File: config.mk
export PLATFORM = sky130hd
export DESIGN_NAME = wireframe_raster
export DESIGN_NICKNAME = d
export VERILOG_FILES = /design/src/rtl/wireframe_raster.sv
export SDC_FILE = /design/constraint.sdc
export NUM_CORES = 1
export LEC_CHECK = 0
export CAP_MARGIN = 15
export CELL_PAD_IN_SITES_DETAIL_PLACEMENT = 1
export CELL_PAD_IN_SITES_GLOBAL_PLACEMENT = 1
export CORE_MARGIN = 1.5
export CORE_UTILIZATION = 25
export DETAILED_ROUTE_END_ITERATION = 7
export PLACE_DENSITY = 0.52
export SLEW_MARGIN = 40
export SYNTH_ARGS = -nofsm -noshare
export SYNTH_HDL_FRONTEND = slang
export SYNTH_SLANG_ARGS = --single-unit
export TNS_END_PERCENT = 20
File: constraint.sdc
create_clock -name clk -period 6.2 [get_ports clk]
set_input_delay 0.62 -clock clk [delete_from_list [all_inputs] [get_ports clk]]
set_output_delay 0.62 -clock clk [all_outputs]
set_load 0.05 [all_outputs]
File: src/rtl/wireframe_raster.sv
// wireframe_raster: draws a triangle's three edges into the 1-bit wireframe SRAM.
// Define WIREFRAME_CLEAR_EN to zero the triangle's rows before the edges are drawn.

module wireframe_raster #(
  parameter int WIDTH  = 640,
  parameter int HEIGHT = 480,
  parameter int ADDR_W = 19
) (
  input  logic              clk,
  input  logic              n_rst,
  input  logic              start,
  input  logic [15:0]       v0_x,
  input  logic [15:0]       v0_y,
  input  logic [15:0]       v1_x,
  input  logic [15:0]       v1_y,
  input  logic [15:0]       v2_x,
  input  logic [15:0]       v2_y,
  input  logic              wf_ready,
  output logic              wf_we,
  output logic [ADDR_W-1:0] wf_addr,
  output logic              wf_wdata,
  output logic              busy,
  output logic              done,
  output logic [15:0]       min_y,
  output logic [15:0]       max_y
);

  typedef enum logic [2:0] {
    IDLE,
`ifdef WIREFRAME_CLEAR_EN
    CLEAR,
`endif
    LOAD,
    PLOT,
    DONE
  } state_t;

  state_t state, next_state;

  logic signed [15:0] vx [3];
  logic signed [15:0] vy [3];
  logic [1:0]         edge_q;
  logic signed [15:0] x_q, y_q;
  logic signed [17:0] dx_q, dy_q, err_q;
  logic               sx_q, sy_q;
  logic [ADDR_W-1:0]  addr_q;

  logic signed [15:0] ex0, ey0, ex1, ey1;
  logic signed [17:0] ddx, ddy, adx, ady;
  logic signed [18:0] e2, dx19, dy19;
  logic               step_x, step_y;
  logic               on_scr, accept, at_end;
  logic [ADDR_W-1:0]  pix_addr;
  logic [15:0]        in_min, in_max;

  function automatic logic signed [15:0] smin(
    input logic signed [15:0] a,
    input logic signed [15:0] b
  );
    return (a < b) ? a : b;
  endfunction

  function automatic logic signed [15:0] smax(
    input logic signed [15:0] a,
    input logic signed [15:0] b
  );
    return (a > b) ? a : b;
  endfunction

  function automatic logic [15:0] clamp_y(input logic signed [15:0] v);
    if (int'(v) < 0) return '0;
    if (int'(v) > HEIGHT - 1) return 16'(HEIGHT - 1);
    return v;
  endfunction

  assign in_min = clamp_y(smin(smin(v0_y, v1_y), v2_y));
  assign in_max = clamp_y(smax(smax(v0_y, v1_y), v2_y));

  always_comb begin
    ex0 = vx[2];
    ey0 = vy[2];
    ex1 = vx[0];
    ey1 = vy[0];
    unique case (edge_q)
      2'd0: begin
        ex0 = vx[0];
        ey0 = vy[0];
        ex1 = vx[1];
        ey1 = vy[1];
      end
      2'd1: begin
        ex0 = vx[1];
        ey0 = vy[1];
        ex1 = vx[2];
        ey1 = vy[2];
      end
      default: ;
    endcase
  end

  assign ddx = {{2{ex1[15]}}, ex1} - {{2{ex0[15]}}, ex0};
  assign ddy = {{2{ey1[15]}}, ey1} - {{2{ey0[15]}}, ey0};
  assign adx = ddx[17] ? -ddx : ddx;
  assign ady = ddy[17] ? -ddy : ddy;

  // both step tests look at the pre-step error term
  assign e2     = {err_q, 1'b0};
  assign dx19   = {dx_q[17], dx_q};
  assign dy19   = {dy_q[17], dy_q};
  assign step_x = e2 >= dy19;
  assign step_y = e2 <= dx19;

  assign on_scr = (int'(x_q) >= 0) && (int'(x_q) < WIDTH) &&
                  (int'(y_q) >= 0) && (int'(y_q) < HEIGHT);
  assign accept   = wf_ready || !on_scr;
  assign at_end   = (x_q == ex1) && (y_q == ey1);
  assign pix_addr = ADDR_W'(int'(y_q) * WIDTH + int'(x_q));

`ifdef WIREFRAME_CLEAR_EN
  logic [ADDR_W-1:0] clr_q, clr_first, clr_end;

  assign clr_first = ADDR_W'(int'(in_min) * WIDTH);
  assign clr_end   = ADDR_W'(int'(max_y) * WIDTH + WIDTH - 1);
`endif

  assign busy = (state != IDLE);
  assign done = (state == DONE);

  always_ff @(posedge clk or negedge n_rst) begin
    if (!n_rst) state <= IDLE;
    else        state <= next_state;
  end

  always_comb begin
    next_state = state;
    wf_we      = 1'b0;
    wf_wdata   = 1'b0;
    wf_addr    = addr_q;
    unique case (state)
      IDLE: begin
`ifdef WIREFRAME_CLEAR_EN
        if (start) next_state = CLEAR;
`else
        if (start) next_state = LOAD;
`endif
      end
`ifdef WIREFRAME_CLEAR_EN
      CLEAR: begin
        wf_we   = 1'b1;
        wf_addr = clr_q;
        if (wf_ready && clr_q == clr_end) next_state = LOAD;
      end
`endif
      LOAD: next_state = PLOT;
      PLOT: begin
        wf_we    = on_scr;
        wf_wdata = 1'b1;
        wf_addr  = pix_addr;
        if (accept && at_end)
          next_state = (edge_q == 2'd2) ? DONE : LOAD;
      end
      DONE: next_state = IDLE;
      default: next_state = IDLE;
    endcase
  end

  always_ff @(posedge clk or negedge n_rst) begin
    if (!n_rst) begin
      vx[0]  <= '0;
      vx[1]  <= '0;
      vx[2]  <= '0;
      vy[0]  <= '0;
      vy[1]  <= '0;
      vy[2]  <= '0;
      edge_q <= '0;
      x_q    <= '0;
      y_q    <= '0;
      dx_q   <= '0;
      dy_q   <= '0;
      err_q  <= '0;
      sx_q   <= 1'b0;
      sy_q   <= 1'b0;
      addr_q <= '0;
      min_y  <= '0;
      max_y  <= '0;
`ifdef WIREFRAME_CLEAR_EN
      clr_q  <= '0;
`endif
    end else begin
      unique case (state)
        IDLE: begin
          if (start) begin
            vx[0]  <= v0_x;
            vx[1]  <= v1_x;
            vx[2]  <= v2_x;
            vy[0]  <= v0_y;
            vy[1]  <= v1_y;
            vy[2]  <= v2_y;
            min_y  <= in_min;
            max_y  <= in_max;
            edge_q <= 2'd0;
`ifdef WIREFRAME_CLEAR_EN
            clr_q  <= clr_first;
`endif
          end
        end
`ifdef WIREFRAME_CLEAR_EN
        CLEAR: begin
          addr_q <= wf_addr;
          if (wf_ready) clr_q <= clr_q + ADDR_W'(1);
        end
`endif
        LOAD: begin
          x_q   <= ex0;
          y_q   <= ey0;
          dx_q  <= adx;
          dy_q  <= -ady;
          err_q <= adx - ady;
          sx_q  <= ddx[17];
          sy_q  <= ddy[17];
        end
        PLOT: begin
          addr_q <= wf_addr;
          if (accept) begin
            if (at_end) begin
              if (edge_q != 2'd2) edge_q <= edge_q + 2'd1;
            end else begin
              err_q <= err_q + (step_x ? dy_q : 18'sd0)
                             + (step_y ? dx_q : 18'sd0);
              if (step_x) x_q <= sx_q ? x_q - 16'sd1 : x_q + 16'sd1;
              if (step_y) y_q <= sy_q ? y_q - 16'sd1 : y_q + 16'sd1;
            end
          end
        end
        default: ;
      endcase
    end
  end

endmodule

# Yosys cells after proc, flatten, opt, wreduce, memory -nomap -nowiden
# Cells that the tools add are included.
[totals] input_bits=100 out_inout_bits=55 register_bits=240 word_cells=132
[op_classes] add_sub_neg=14 n_mul=1 magnitude_cmp=14 eq_ne=16 n_mux=51 reduce_logical=18
[ops] op="16-bit 2-to-1 mux" n=20
[ops] op="16-bit one-hot mux with 2 select lines" n=6
[ops] op="18-bit 2-to-1 mux" n=6
[ops] op="18-bit adder" n=2
[ops] op="17-bit negator with 18-bit output" n=2
[ops] op="18-bit one-hot mux with 2 select lines" n=1
[ops] op="16-bit by 16-bit subtractor with 17-bit output" n=2
[ops] op="16-bit by 2-bit adder with 16-bit output (second input constant)" n=2
[ops] op="16-bit == test" n=2
[ops] op="16-bit by 1-bit >= comparator with 1-bit output (second input constant)" n=2
[ops] op="16-bit by 10-bit greater-than comparator with 1-bit output (second input constant)" n=2
[ops] op="16-bit greater-than comparator" n=2
[ops] op="16-bit by 1-bit < comparator with 1-bit output (second input constant)" n=2
[ops] op="16-bit < comparator" n=2
[ops] op="16-bit by 2-bit subtractor with 16-bit output (second input constant)" n=2
[ops] op="19-bit by 16-bit adder with 19-bit output" n=1
[ops] op="19-bit by 18-bit >= comparator with 1-bit output" n=1
[ops] op="19-bit by 18-bit less-or-equal comparator with 1-bit output" n=1
[ops] op="19-bit 2-to-1 mux" n=1
[ops] op="2-bit inequality test (second input constant)" n=9
[ops] op="18-bit negator" n=1
[ops] op="18-bit subtractor" n=1
[ops] op="16-bit by 10-bit < comparator with 1-bit output (second input constant)" n=1
[ops] op="16-bit by 11-bit < comparator with 1-bit output (second input constant)" n=1
[ops] op="other kinds (22)" n=42

# Longest topological paths before layout
# Gate-level depths: netlist (run 1).
[logic_depth] depth_word=9 ltp_mapped=30

# Least setup slack after synthesis (run 1)
# Ideal clock, no wire load.
[synth_timing] path_type="flip-flop to flip-flop" startpoint="register edge_q[0]" endpoint="register err_q[16]" t_arrival_ps=6086 required_time_ps=6096 synth_period_minus_slack_ps=6190 path_stages_with_launch=29 setup_ps=104 setup_slack_ps=10 path_cell_list="dfrtp_1 > ha_1 > clkbuf_1 > buf_1 > clkbuf_1 > a22o_1 > a21oi_1 > inv_1 > fa_1 > nor2b_1 > o21ai_0 > a21boi_0 > o211ai_1 > a21oi_1 > o21a_1 > o2111ai_1 > a21oi_1 > a31oi_1 > fa_1 > nand2b_1 > a21boi_0 > o21ai_0 > a21o_1 > a21boi_0 > o31a_1 > o2111ai_1 > a21oi_1 > mux2_2 > a221oi_1"
[synth_between] elab_chain_len=7
[synth_rtl] element="start, declared" line_no="42" text="logic [1:0] edge_q;"
[synth_rtl] element="start signal, assigned" line_no="226" text="if (edge_q != 2'd2) edge_q <= edge_q + 2'd1;"
[synth_rtl] element="2-bit by 1-bit == test with 1-bit output / 2-bit logical NOT (equally long branches)" line_no="84" text="unique case (edge_q)"
[synth_rtl] element="16-bit one-hot mux with 2 select lines" line_no="84"
[synth_rtl] element="16-bit by 16-bit subtractor with 17-bit output (on tied branches)" line_no="101, 102"
[synth_rtl] element="17-bit negator with 18-bit output (on tied branches)" line_no="103, 104"
[synth_rtl] element="18-bit 2-to-1 mux (on tied branches)" line_no="103, 104"
[synth_rtl] element="18-bit subtractor" line_no="218" text="err_q <= adx - ady;"
[synth_rtl] element="18-bit one-hot mux with 2 select lines" line_no="190" text="unique case (state)"
[synth_rtl] element="end signal, assigned" line_no="218"
[synth_rtl] element="end signal, assigned" line_no="228" text="err_q <= err_q + (step_x ? dy_q : 18'sd0)"
[synth_rtl] element="end, declared" line_no="44" text="logic signed [17:0] dx_q, dy_q, err_q;"
# Several ways; a longest one is shown, not always the timed one.
# A chain may end at the register's enable or synchronous reset.

# Worst setup path after layout (run 1)
# Ends and elaborated chain as after synthesis.

==> results of run 1 <==
## worst reg2reg max path, delay by kind of cell, from the launching register on
kind,cells,cell delay (ps)
AO/OA/AOI/OAI,17,2870
adder cells (fa/ha/maj),3,960
buffers and inverters,5,800
flip-flops,1,440
multiplexers,1,360
AND/OR/NAND/NOR,2,330
## flip-flops by register name, indices dropped and copies added, names as in the netlist
name / cells
max_y: 15
y_q: 16
state: 2
err_q: 18
dy_q: 18
dx_q: 18
vy: 48
min_y: 15
sy_q: 1
addr_q: 19
sx_q: 1
x_q: 16
edge_q: 2
vx: 48
## stage by stage
| step | hold slack, ps | setup TNS [ps] | area, um2 | util, % |
|---|---|---|---|---|
| 4_1_cts | 477 | 0 | 25400 | 31.0 |
| 2_1_floorplan | 324 | 0 | 20600 | - |
| 3_3_place_gp | 450 | -22.0 | 24200 | 29.5 |
| 5_1_grt | 500 | -10.1 | 25600 | 31.3 |
| 6_report | 470 | 0 | 25600 | 31.3 |
| 3_5_place_dp | 463 | -510 | 24200 | 29.6 |
## how the worst max path moves through the flow
stage	slack [ps]	depth (start not counted)	to
2_1_floorplan	10	28	err_q[16]$_DFFE_PN0P_
3_3_place_gp	-20	26	err_q[16]$_DFFE_PN0P_
3_5_place_dp	-120	27	err_q[16]$_DFFE_PN0P_
4_1_cts	0.9	22	err_q[16]$_DFFE_PN0P_
5_1_grt	-9	27	err_q[16]$_DFFE_PN0P_
6_report	320	28	err_q[16]$_DFFE_PN0P_
## logic make-up (layout without fill, tap and decap cells)
logic type | count (synthesis) | count (layout)
AND/OR/NAND/NOR | 905 | 906
AO/OA/AOI/OAI | 707 | 707
buffers and inverters | 267 | 528
flip-flops | 237 | 237
adder cells (fa/ha/maj) | 235 | 235
XOR/XNOR | 141 | 141
multiplexers | 40 | 40
other | 1 | 2
## layer usage
metal	vias up	part of all wire (%)	track usage [%]
met5	-	0.016	0
met4	2	2.3	4.56
met3	89	3.1	2.06
met2	285	47	31.9
met1	9637	47	25.2
li1	9462	-	-
## cells in the final DEF (no fill, tap or decap), types with 62 or more instances in the layout
master | synthesis | routed
xnor2_1 | 99 | 98
nor2_1 | 168 | 165
clkdlybuf4s50_1 | 0 | 150
nand2_1 | 427 | 426
dfrtp_1 | 237 | 236
a21oi_1 | 193 | 174
o21ai_0 | 177 | 169
inv_1 | 164 | 161
buf_4 | 2 | 141
ha_1 | 210 | 207
a22o_1 | 62 | 62
## area by class of cell
class / instances / share of cell area, %
multi-input combinational: 2031 / 54.1
sequential: 237 / 23.1
timing repair buffer: 304 / 10.8
tap: 1070 / 5.22
clock buffer: 41 / 3.50
inverter: 164 / 2.40
clock inverter: 19 / 0.854
## what timing repair did
item / in CTS / in global routing
resized for setup: 9 / 47
endpoints found under the hold margin: 42 / 0
pin swaps: 2 / 12
hold buffers: 1 / 0
setup endpoints to repair: 2 / 12
gates cloned: 0 / 1
buffers inserted: 2 / 8
==> results.tsv, run 1 <==
metric	value	unit
outcome	complete, no violations	
final_cells	3866	
ys.flop_type	dfrtp_1	
dieArea	84100	um2
n_fill_cell	9741	
syn-cell-area	20600	um2
antenna_found_initial	1	
synth-xor-area-share	6.07	%
wl_per_cell	20.7	um
cts_max_level	2	
place_inst	3793	
grt_usage	18.7	%
finalCriticalPeriod	5880	ps
cts_buffers	34	
slowest_delay	450	ps
synth_area_leader_cell	dfrtp_1	
timing.rr.end	err_q[16]$_DFFE_PN0P_	
synthMuxAreaShare	2.13	%
overflow	0	
holdPathEnd	addr_q[16]$_DFFE_PN0P_	
fp.dieW	290	um
seqCellArea	5930	um2
crit_type	reg2reg	
slew_viol_final	0	
syn_inst	2533	
synth-compound-area-share	22.4	%
antenna_cells	0	
cp_data_arrival_time	6310	ps
coreArea	81800	um2
worst_path_most_repeated_cell	buf_4	
end_kind	flop	
drtPass1Iterations	4	
cts_sinks	237	
drc	0	
area_growth	24.5	%
netlist_top_cells_count	nand2_1, dfrtp_1, ha_1	
yosys.area.top_type_share	28.8	%
hp-class	reg2reg	
async_flop_share	100	%
final_layout_size_suffix_gt1_share	11.8	%
fin_nets	3107	
ios	155	
yosysWarnings	0	
synth_adder_area_share	15.2	%
dp_hpwl	64.2	mm
skew	59.3	ps
place.gp.congestion	0.901	
startpoint	edge_q[0]$_DFFE_PN0P_	
worstPathRequired	6630	ps
slew_headroom	47.3	%
netlist-cell-type-count	90	
rrSetupSlack	320	ps
ys_top_cells_by_area	dfrtp_1, ha_1, nand2_1	
rr_startpoint	edge_q[0]$_DFFE_PN0P_	
grt_first_pass_wirelength	124	mm
finalSetupViolCount	0	
grt_pass1_vias	20738	
critPathBufInv	5	
crit_family	compound AO/OA/AOI/OAI gates	
final_hold_viol_count	0	
synth_top_family_by_area	compound AO/OA/AOI/OAI gates	
worst_pin_slew	771	ps
root_buffer	clkbuf_16	
yosysSeqAreaShare	28.8	%
cpMaxStageDelayCell	fa_1	
wl	79.9	mm
rr_worst_depth	28	
clk_latency	580	ps
timing.final.ws_setup	324	ps
yosys.area_share.simple	20.3	%
via_count	19475	
synth_seq_cells	237	
multi_input_area	13900	um2
row_count	105	
hold_depth	2	
post-route-period-util	94.8	%
fmax	170	MHz
fp.dieH	290	um
synth_edf_count	0	
hp-start	addr_q[16]$_DFFE_PN0P_	
viasPerCell	5.04	
ant_nets	0	
clockBufferDepth	3	
grt_max_degree	131	
clk_pin_slew	60	ps
io_buffers	152	
syn_area_per_cell	8.13	um2
synth.most_common_cell	nand2_1	
drt_iter0_drc	840	
cts_tree	yes	
crit_path_start_kind	flop	
worstPathMaxFanout	7	
post-place-ws	-116	ps
start_util	25.2	%
maxCapViolCount	0	
Power of run 1 is left out: the tool's default activity adds up to more than one toggle a clock period on the data nets, which glitch-free logic cannot reach.
==> run 2, diff against run 1 <==
HOLD_SLACK_MARGIN = 0.08   (was not set)
==> results of run 2 <==
The final DEF is identical to that of run 1; final timing and power are the same.
Power of run 2 is left out for the same reason.
